===== src/rtl/mem_stage_if.sv =====
// Data-memory request/response bus between the memory stage (master) and
// the data memory (slave).
interface mem_stage_if;
    logic        dmem_req;
    logic        dmem_we;
    logic [31:0] dmem_addr;
    logic [31:0] dmem_wdata;
    logic [3:0]  dmem_wstrb;
    logic        dmem_ready;
    logic [31:0] dmem_rdata;

    modport master (
        output dmem_req,
        output dmem_we,
        output dmem_addr,
        output dmem_wdata,
        output dmem_wstrb,
        input  dmem_ready,
        input  dmem_rdata
    );

    modport slave (
        input  dmem_req,
        input  dmem_we,
        input  dmem_addr,
        input  dmem_wdata,
        input  dmem_wstrb,
        output dmem_ready,
        output dmem_rdata
    );
endinterface


===== src/rtl/mem_stage.sv =====
// Pipeline memory stage: issues one load/store per enable over a ready-handshake
// bus, aligns/extends load data and presents a registered writeback bundle.
module mem_stage #(
    parameter int MAX_WAIT = 255
) (
    input  logic               clk,
    input  logic               rstn,
    input  logic               enable,
    input  logic [5:0]         rd,
    input  logic               regwrite,
    input  logic               memread,
    input  logic               memwrite,
    input  logic [1:0]         mem_size,
    input  logic               mem_unsigned,
    input  logic [31:0]        aluresult,
    input  logic [31:0]        result,
    input  logic [31:0]        rdata1,
    mem_stage_if.master        dmem,
    output logic               fin,
    output logic               busy,
    output logic [5:0]         wb_rd,
    output logic               wb_regwrite,
    output logic [31:0]        wb_data,
    output logic [1:0]         err
);

    localparam int CW = (MAX_WAIT > 1) ? $clog2(MAX_WAIT + 1) : 1;
    localparam logic [CW-1:0] LAST_WAIT = CW'(MAX_WAIT - 1);

    localparam logic [1:0] ERR_NONE    = 2'd0;
    localparam logic [1:0] ERR_ALIGN   = 2'd1;
    localparam logic [1:0] ERR_TIMEOUT = 2'd2;

    typedef enum logic [1:0] {
        IDLE   = 2'd0,
        ACCESS = 2'd1,
        DONE   = 2'd2
    } state_t;

    state_t          state_reg;
    logic [CW-1:0]   wait_cnt_reg;

    // Operation context captured at enable, used when the access completes
    logic [5:0]      rd_reg;
    logic            regwrite_reg;
    logic            load_reg;
    logic [1:0]      size_reg;
    logic            unsigned_reg;
    logic [1:0]      addr_lo_reg;
    logic [31:0]     result_reg;

    logic            mem_op_in;
    logic            store_op_in;
    logic            misaligned_in;
    logic [3:0]      strb_in;
    logic [31:0]     wdata_in;

    logic [7:0]      byte_lane [4];
    logic [15:0]     half_lane [2];
    logic [7:0]      load_byte;
    logic [15:0]     load_half;
    logic [31:0]     load_data;

    assign mem_op_in   = memread | memwrite;
    // A load wins when both are requested; the store side is suppressed
    assign store_op_in = memwrite & ~memread;

    always_comb begin
        misaligned_in = 1'b0;
        case (mem_size)
            2'd0:    misaligned_in = 1'b0;
            2'd1:    misaligned_in = aluresult[0];
            2'd2:    misaligned_in = |aluresult[1:0];
            default: misaligned_in = 1'b1;
        endcase
    end

    always_comb begin
        strb_in  = 4'b1111;
        wdata_in = rdata1;
        case (mem_size)
            2'd0: begin
                strb_in  = 4'b0001 << aluresult[1:0];
                wdata_in = {4{rdata1[7:0]}};
            end
            2'd1: begin
                strb_in  = 4'b0011 << aluresult[1:0];
                wdata_in = {2{rdata1[15:0]}};
            end
            default: begin
                strb_in  = 4'b1111;
                wdata_in = rdata1;
            end
        endcase
    end

    genvar gi;
    generate
        for (gi = 0; gi < 4; gi++) begin : g_byte_lane
            assign byte_lane[gi] = dmem.dmem_rdata[8*gi +: 8];
        end
        for (gi = 0; gi < 2; gi++) begin : g_half_lane
            assign half_lane[gi] = dmem.dmem_rdata[16*gi +: 16];
        end
    endgenerate

    assign load_byte = byte_lane[addr_lo_reg];
    assign load_half = half_lane[addr_lo_reg[1]];

    always_comb begin
        load_data = dmem.dmem_rdata;
        case (size_reg)
            2'd0:    load_data = unsigned_reg ? {24'd0, load_byte}
                                              : {{24{load_byte[7]}}, load_byte};
            2'd1:    load_data = unsigned_reg ? {16'd0, load_half}
                                              : {{16{load_half[15]}}, load_half};
            default: load_data = dmem.dmem_rdata;
        endcase
    end

    always_ff @(posedge clk or posedge rstn) begin
        if (rstn) begin
            state_reg       <= IDLE;
            wait_cnt_reg    <= '0;
            rd_reg          <= '0;
            regwrite_reg    <= 1'b0;
            load_reg        <= 1'b0;
            size_reg        <= '0;
            unsigned_reg    <= 1'b0;
            addr_lo_reg     <= '0;
            result_reg      <= '0;
            dmem.dmem_req   <= 1'b0;
            dmem.dmem_we    <= 1'b0;
            dmem.dmem_addr  <= '0;
            dmem.dmem_wdata <= '0;
            dmem.dmem_wstrb <= '0;
            fin             <= 1'b0;
            busy            <= 1'b0;
            wb_rd           <= '0;
            wb_regwrite     <= 1'b0;
            wb_data         <= '0;
            err             <= ERR_NONE;
        end else begin
            case (state_reg)
                IDLE: begin
                    fin <= 1'b0;
                    if (enable) begin
                        busy         <= 1'b1;
                        rd_reg       <= rd;
                        regwrite_reg <= regwrite;
                        load_reg     <= memread;
                        size_reg     <= mem_size;
                        unsigned_reg <= mem_unsigned;
                        addr_lo_reg  <= aluresult[1:0];
                        result_reg   <= result;
                        if (mem_op_in && !misaligned_in) begin
                            state_reg       <= ACCESS;
                            wait_cnt_reg    <= '0;
                            dmem.dmem_req   <= 1'b1;
                            dmem.dmem_we    <= store_op_in;
                            dmem.dmem_addr  <= {aluresult[31:2], 2'b00};
                            dmem.dmem_wdata <= wdata_in;
                            dmem.dmem_wstrb <= store_op_in ? strb_in : 4'b0000;
                        end else begin
                            // Non-memory op, or a memory op rejected for alignment
                            state_reg   <= DONE;
                            fin         <= 1'b1;
                            wb_rd       <= rd;
                            wb_data     <= result;
                            wb_regwrite <= mem_op_in ? 1'b0 : regwrite;
                            err         <= mem_op_in ? ERR_ALIGN : ERR_NONE;
                        end
                    end
                end

                ACCESS: begin
                    if (dmem.dmem_ready) begin
                        state_reg       <= DONE;
                        dmem.dmem_req   <= 1'b0;
                        dmem.dmem_we    <= 1'b0;
                        dmem.dmem_wstrb <= 4'b0000;
                        fin             <= 1'b1;
                        wb_rd           <= rd_reg;
                        wb_data         <= load_reg ? load_data : result_reg;
                        wb_regwrite     <= load_reg & regwrite_reg;
                        err             <= ERR_NONE;
                    end else if (wait_cnt_reg == LAST_WAIT) begin
                        state_reg       <= DONE;
                        wait_cnt_reg    <= wait_cnt_reg + 1'b1;
                        dmem.dmem_req   <= 1'b0;
                        dmem.dmem_we    <= 1'b0;
                        dmem.dmem_wstrb <= 4'b0000;
                        fin             <= 1'b1;
                        wb_rd           <= rd_reg;
                        wb_data         <= result_reg;
                        wb_regwrite     <= 1'b0;
                        err             <= ERR_TIMEOUT;
                    end else begin
                        wait_cnt_reg <= wait_cnt_reg + 1'b1;
                    end
                end

                DONE: begin
                    state_reg <= IDLE;
                    fin       <= 1'b0;
                    busy      <= 1'b0;
                end

                default: begin
                    state_reg <= IDLE;
                    fin       <= 1'b0;
                    busy      <= 1'b0;
                end
            endcase
        end
    end

endmodule


===== src/flat_wrapper.sv =====
// flat-port wrapper written by rule: the top's interface ports become plain ports
module mem_stage_flat 
#(
    parameter int MAX_WAIT = 255
)
  (clk, rstn, enable, rd, regwrite, memread, memwrite, mem_size, mem_unsigned, aluresult, result, rdata1, fin, busy, wb_rd, wb_regwrite, wb_data, err, dmem_dmem_req, dmem_dmem_we, dmem_dmem_addr, dmem_dmem_wdata, dmem_dmem_wstrb, dmem_dmem_ready, dmem_dmem_rdata);
  mem_stage_if dmem_i ();
  input  logic clk;
  input  logic rstn;
  input  logic enable;
  input  logic [5:0] rd;
  input  logic regwrite;
  input  logic memread;
  input  logic memwrite;
  input  logic [1:0] mem_size;
  input  logic mem_unsigned;
  input  logic [31:0] aluresult;
  input  logic [31:0] result;
  input  logic [31:0] rdata1;
  output logic fin;
  output logic busy;
  output logic [5:0] wb_rd;
  output logic wb_regwrite;
  output logic [31:0] wb_data;
  output logic [1:0] err;
  output wire logic [$bits(dmem_i.dmem_req)-1:0] dmem_dmem_req;
  output wire logic [$bits(dmem_i.dmem_we)-1:0] dmem_dmem_we;
  output wire logic [$bits(dmem_i.dmem_addr)-1:0] dmem_dmem_addr;
  output wire logic [$bits(dmem_i.dmem_wdata)-1:0] dmem_dmem_wdata;
  output wire logic [$bits(dmem_i.dmem_wstrb)-1:0] dmem_dmem_wstrb;
  input wire logic [$bits(dmem_i.dmem_ready)-1:0] dmem_dmem_ready;
  input wire logic [$bits(dmem_i.dmem_rdata)-1:0] dmem_dmem_rdata;
  assign dmem_dmem_req = dmem_i.dmem_req;
  assign dmem_dmem_we = dmem_i.dmem_we;
  assign dmem_dmem_addr = dmem_i.dmem_addr;
  assign dmem_dmem_wdata = dmem_i.dmem_wdata;
  assign dmem_dmem_wstrb = dmem_i.dmem_wstrb;
  assign dmem_i.dmem_ready = dmem_dmem_ready;
  assign dmem_i.dmem_rdata = dmem_dmem_rdata;
  mem_stage #(.MAX_WAIT(MAX_WAIT)) u_core (.clk(clk), .rstn(rstn), .enable(enable), .rd(rd), .regwrite(regwrite), .memread(memread), .memwrite(memwrite), .mem_size(mem_size), .mem_unsigned(mem_unsigned), .aluresult(aluresult), .result(result), .rdata1(rdata1), .dmem(dmem_i), .fin(fin), .busy(busy), .wb_rd(wb_rd), .wb_regwrite(wb_regwrite), .wb_data(wb_data), .err(err));
endmodule

===== config.mk =====
export PLATFORM = sky130hd
export DESIGN_NAME = mem_stage_flat
export DESIGN_NICKNAME = d
export VERILOG_FILES = /design/src/rtl/mem_stage_if.sv /design/src/rtl/mem_stage.sv /design/src/flat_wrapper.sv
export SDC_FILE = /design/constraint.sdc
export NUM_CORES = 1
export LEC_CHECK = 0
export CAP_MARGIN = 20
export CELL_PAD_IN_SITES_DETAIL_PLACEMENT = 0
export CELL_PAD_IN_SITES_GLOBAL_PLACEMENT = 1
export CORE_MARGIN = 1.5
export CORE_UTILIZATION = 37
export CTS_BUF_LIST = sky130_fd_sc_hd__clkbuf_8 sky130_fd_sc_hd__clkbuf_16
export DETAILED_ROUTE_END_ITERATION = 6
export GPL_TIMING_DRIVEN = 0
export HOLD_SLACK_MARGIN = 0.02
export PLACE_DENSITY = 0.9
export SLEW_MARGIN = 5
export SYNTH_ARGS = -nofsm -noshare
export SYNTH_HDL_FRONTEND = slang
export SYNTH_SLANG_ARGS = --single-unit

===== constraint.sdc =====
create_clock -name clk -period 13.15 [get_ports clk]
set_input_delay 2.63 -clock clk [delete_from_list [all_inputs] [get_ports clk]]
set_output_delay 2.63 -clock clk [all_outputs]
set_load 0.005 [all_outputs]

# Word-level counts from Yosys, hierarchy flattened

Cells that the tools add are included.
Widths: inputs -> output; s select.

Bits in read-only memories: 0
Input bits: 144
Memories kept: 0
Register bits after elaboration: 166
RAM bits: 0
Output and inout bits: 113
Latch bits: 0
Logic and storage cells: 119

Shifts and indexed selects: 2
Bitwise logic cells: 7
$add $sub $neg: 1
Multipliers: 0
Multiplexer cells: 63
Equal/unequal tests: 10
Reductions and logical operators: 14
Divide/modulo/power cells: 0
Order comparisons: 2

Operator list:

| cell                | number |
|---|---|
| $mux 32             | 7 |
| $pmux 32 s2         | 3 |
| $mux 16             | 3 |
| $mux 8              | 5 |
| $mux 6              | 4 |
| $mux 4              | 5 |
| $bmux 8 s2          | 1 |
| $mux 1              | 16 |
| $pmux 4 s2          | 2 |
| $pmux 8 s2          | 1 |
| $mux 2              | 7 |
| $pmux 6 s2          | 1 |
| $reduce_and 4->1    | 3 |
| $pmux 1 s2          | 5 |
| $add 8x1->8 const B | 1 |
| $eq 8x8->1 const B  | 1 |
| $pmux 2 s2          | 2 |
| $eq 2x1->1 const B  | 3 |
| $logic_not 2->1     | 3 |
| $ne 2x2->1 const B  | 3 |
| $reduce_and 2->1    | 3 |
| $shl 1x2->4 const A | 1 |
| $shl 2x2->4 const A | 1 |
| $ge 3x3->1 const B  | 1 |
| other kinds (15)    | 17 |

# Logic depth before layout (Yosys ltp)

Depth in word-level cells: 9
Mapped depth: 9
Mapped depth without buffers: 8

# Least setup slack after synthesis

Ideal clock, no wire load.

Kind: input-to-reg
Start point: input mem_size[0]
End point: register u_core.wb_data[8]
Slack: 9.218 ns
Arrival time: 3.814 ns
Setup time: 0.118 ns
Cell stages on the path: 7
Required time: 13.032 ns
Path buffers: 2
Cell sequence: clkbuf_1 -> nor3_2 -> o22ai_2 -> o311ai_4 -> buf_4 -> a211oi_1 -> a21o_1

Word-level cells in the longest chain between the ends: 6
Elaborated cells on any way between the ends: 8
Classes of those cells: eq/ne (3); mux (1); reduce/logical (4)

RTL lines:

| item                                     | line               | RTL |
|---|---|---|
| start: declaration                       | flat_wrapper.sv:15 | `input logic [1:0] mem_size;` |
| $eq 2x2->1, or another cell as far along | mem_stage.sv:70    | `case (mem_size)` |
| $pmux 1 s3 (*)                           | mem_stage.sv:70    |  |
| $logic_not 1->1 (*)                      | mem_stage.sv:156   | `if (mem_op_in && !misaligned_in) begin` |
| $logic_and 1x1->1 (*)                    | mem_stage.sv:156   |  |
| $ne 2x2->1 (no source line) (*)          | n/a                |  |
| $reduce_and 4->1 (no source line) (*)    | n/a                |  |
| end signal: assignment                   | mem_stage.sv:169   | `wb_data <= result;` |
| end signal: assignment                   | mem_stage.sv:184   | `wb_data <= load_reg ? load_data : result_reg;` |
| end signal: assignment                   | mem_stage.sv:195   | `wb_data <= result_reg;` |
| end: declaration                         | mem_stage.sv:23    | `output logic [31:0] wb_data,` |

Every way passes the cells marked *; elsewhere a longest branch is shown, timed or not.
A chain may end at the register's enable or synchronous reset.

# Worst setup path in the final report

Start point: input aluresult[0]
End point: register u_core.dmem.dmem_addr[5]

Word-level cells in the longest chain between the ends: 5

RTL lines:

| item                                  | line               | RTL |
|---|---|---|
| start: declaration                    | flat_wrapper.sv:17 | `input logic [31:0] aluresult;` |
| $reduce_or 2->1                       | mem_stage.sv:73    | `2'd2: misaligned_in = \|aluresult[1:0];` |
| $pmux 1 s3 (*)                        | mem_stage.sv:70    |  |
| $logic_not 1->1 (*)                   | mem_stage.sv:156   |  |
| $logic_and 1x1->1 (*)                 | mem_stage.sv:156   |  |
| $reduce_and 3->1 (no source line) (*) | n/a                |  |
| end signal: assignment                | mem_stage.sv:161   | `dmem.dmem_addr <= {aluresult[31:2], 2'b00};` |
| end: declaration                      | mem_stage_if.sv:15 | `output dmem_addr,` |

Marked as above.

==> impl_metrics.json <==
{
  "cts_tree": "yes",
  "setup_viol": 0,
  "critPathBufInv": 2,
  "gp_congestion": 0.910,
  "wirelength_um": 28700,
  "synthCells": 935,
  "grt.total_usage": 0.255,
  "antenna_found_initial": 1,
  "syn_area_um2": 8090,
  "path_cells": "clkdlybuf4s50_1, a21oi_1, o22ai_2, nor2_1, clkbuf_1, nand2_1, nand2_1",
  "io_pins": 257,
  "clk_latency_ns": 0.43,
  "irDropWorstVdd_uv": 94.9,
  "max_freq_ghz": 0.228,
  "hold_viol": 0,
  "grt_pass1_vias": 7872,
  "crit_path_end_kind": "flop",
  "rrSetupSlack_ns": 10.91,
  "numClockSinks": 166,
  "numCtsBuffers": 17,
  "cts_resized": 0,
  "avgRoutedWirePerCell_um": 19.1,
  "slowest_delay_ns": 0.55,
  "clkTransAtPathRegs_ns": 0.07,
  "drt-vias-per-instance": 5.23,
  "ant_nets": 0,
  "synth_edf_count": 0,
  "cts_buffer_depth": 2,
  "run_status": "completed",
  "synth_top_area_cell": "dfrtp_1",
  "hpwl_um": 21400,
  "grt_max_degree": 103,
  "start_util": 0.381,
  "port_buffers": 253,
  "post-route-drc-count": 0,
  "drt_iter0_drc": 448,
  "row_count": 53,
  "synth_cell_types": 54,
  "netlist.area_leader.share": 0.514,
  "yosysWarnings": 0,
  "core_um2": 21200,
  "fp.dieW_um": 151,
  "final_max_slew_viol_count": 0,
  "grt_pass1_wl_um": 43600,
  "ys_top_cells_by_area": "dfrtp_1 51%, nand2_1 15%, a21oi_1 5.4%",
  "rsz0062_at_grt": "false",
  "ys_ff_latch": 166,
  "area_delta_synth_final_pct": 43.2,
  "crit_fanout": 10,
  "timing.setup.tns_ns": 0,
  "hp-class": "reg -> reg",
  "fin_skew_ns": 0.0131,
  "period_minus_slack_ns": 4.39,
  "p_leak_uw": 0.00522,
  "worst_slew_pin_slew_ns": 0.929,
  "drive_gt1_frac": 0.0646,
  "async_flop_share": 1.00,
  "grt-ovfl-total": 0,
  "cp-start-kind": "primary input",
  "path_delay_family": "buffers and inverters",
  "num_vias": 7830,
  "post_synth.cell_area_avg_um2": 8.65,
  "arrival_ns": 4.75,
  "dr.pass1.iters": 5,
  "worstPathRequired_ns": 13.51,
  "postCtsSetupBuffers": 0,
  "final_nets": 1355,
  "cts-hold-fix-buffers": 0,
  "die_area_um2": 22800,
  "slowest_stage": "nor2_1",
  "crit_type": "in -> reg",
  "ys_seq_area_frac": 0.514,
  "power.density_nw_per_um2": 189,
  "crit_top_cell": "nand2_1",
  "h-tree-depth": 4,
  "die_h_um": 151,
  "synthFlopType": "dfrtp_1",
  "cts_root_buf": "clkbuf_16",
  "relSlewSlack": 0.379,
  "fin_crit_sh": 0.334,
  "hold_slack_ns": 0.478,
  "maxCapViolations": 0
}
==> metrics by stage <==
stage	total power, uW	setup slack, ns	util	std cells	area [um^2]
after floorplan	1200	6.03	-	936	8090
after global routing	2330	8.47	0.546	1498	11600
after detailed placement	1700	8.30	0.519	1465	11000
after CTS	2200	8.76	0.546	1497	11600
after global placement	1690	3.49	0.517	1464	11000
final	2190	8.76	0.546	1498	11600
==> metal layers <==
metal | vias up | wire length, um | track usage
li1 | 3702 | - | -
met1 | 3727 | 11400 | 0.313
met2 | 369 | 13800 | 0.431
met3 | 32 | 3040 | 0.0729
met4 | 0 | 438 | 0.0796
met5 | - | 0 | 0
==> worst paths after layout <==
check / from / to / cells after the start
min in group asynchronous: rstn / u_core.dmem.dmem_addr[13] / 2
worst max register to register: u_core.state_reg[1] / u_core.dmem.dmem_addr[5] / 6
worst min register to register: u_core.dmem.dmem_addr[9] / u_core.dmem.dmem_addr[9] / 2
max in group asynchronous: rstn / u_core.wb_rd[3] / 3
worst min-delay path: u_core.dmem.dmem_addr[9] / u_core.dmem.dmem_addr[9] / 2
worst max-delay path: aluresult[0] / u_core.dmem.dmem_addr[5] / 7
==> final cells by class <==
| class | instances | area (um^2) |
|---|---|---|
| clock buffers | 17 | 425 |
| fillers | 2001 | 9640 |
| plain buffers | 63 | 294 |
| clock inverters | 15 | 149 |
| multi-input cells | 689 | 3570 |
| inverters | 18 | 77.6 |
| diodes | 1 | 2.50 |
| repair buffers | 254 | 2560 |
| flip-flops and latches | 166 | 4150 |
| well taps | 275 | 344 |
==> cell usage in the layout, fill, tap and decap left out, drive strengths merged, types with 29 or more instances in the layout <==
| cell | n |
|---|---|
| inv | 29 |
| clkbuf | 45 |
| dfrtp | 166 |
| mux2i | 34 |
| o21ai | 44 |
| nor2 | 68 |
| clkdlybuf4s50 | 253 |
| nand2 | 323 |
| a21oi | 89 |
| buf | 36 |
==> power by group <==
part | internal [uW] | total (uW) | switching [uW]
Combinational | 451 | 855 | 404
Clock | 254 | 498 | 243
Sequential | 710 | 840 | 130
Total | 1410 | 2190 | 777
==> logic make-up after synthesis <==
family,synth area share
multiplexers,0.0476
AO/OA/AOI/OAI,0.179
other,0.000464
flip-flops,0.514
AND/OR/NAND/NOR,0.211
adder cells (fa/ha/maj),0.00309
buffers and inverters,0.0450
==> cell usage after synthesis (all sizes together) (3+ instances only) <==
master,n
o21ai,44
a31oi,11
o22ai,4
mux2i,34
o21a,3
a2111o,14
a21oi,89
and2,3
o221ai,3
a221o,4
or4,4
a311oi,8
nand3,6
clkbuf,28
o31ai,5
nor2,68
inv,18
o211ai,6
nand2,323
a21o,8
a211oi,9
buf,35
dfrtp,166
nor2b,11
a22oi,7
==> worst min-delay path: stages (launching register included) <==
cell and delay (ns):
dfrtp_1 0.34, nand2_1 0.05, nand2_1 0.05
No activity file was read; power rests on OpenSTA's default activity.
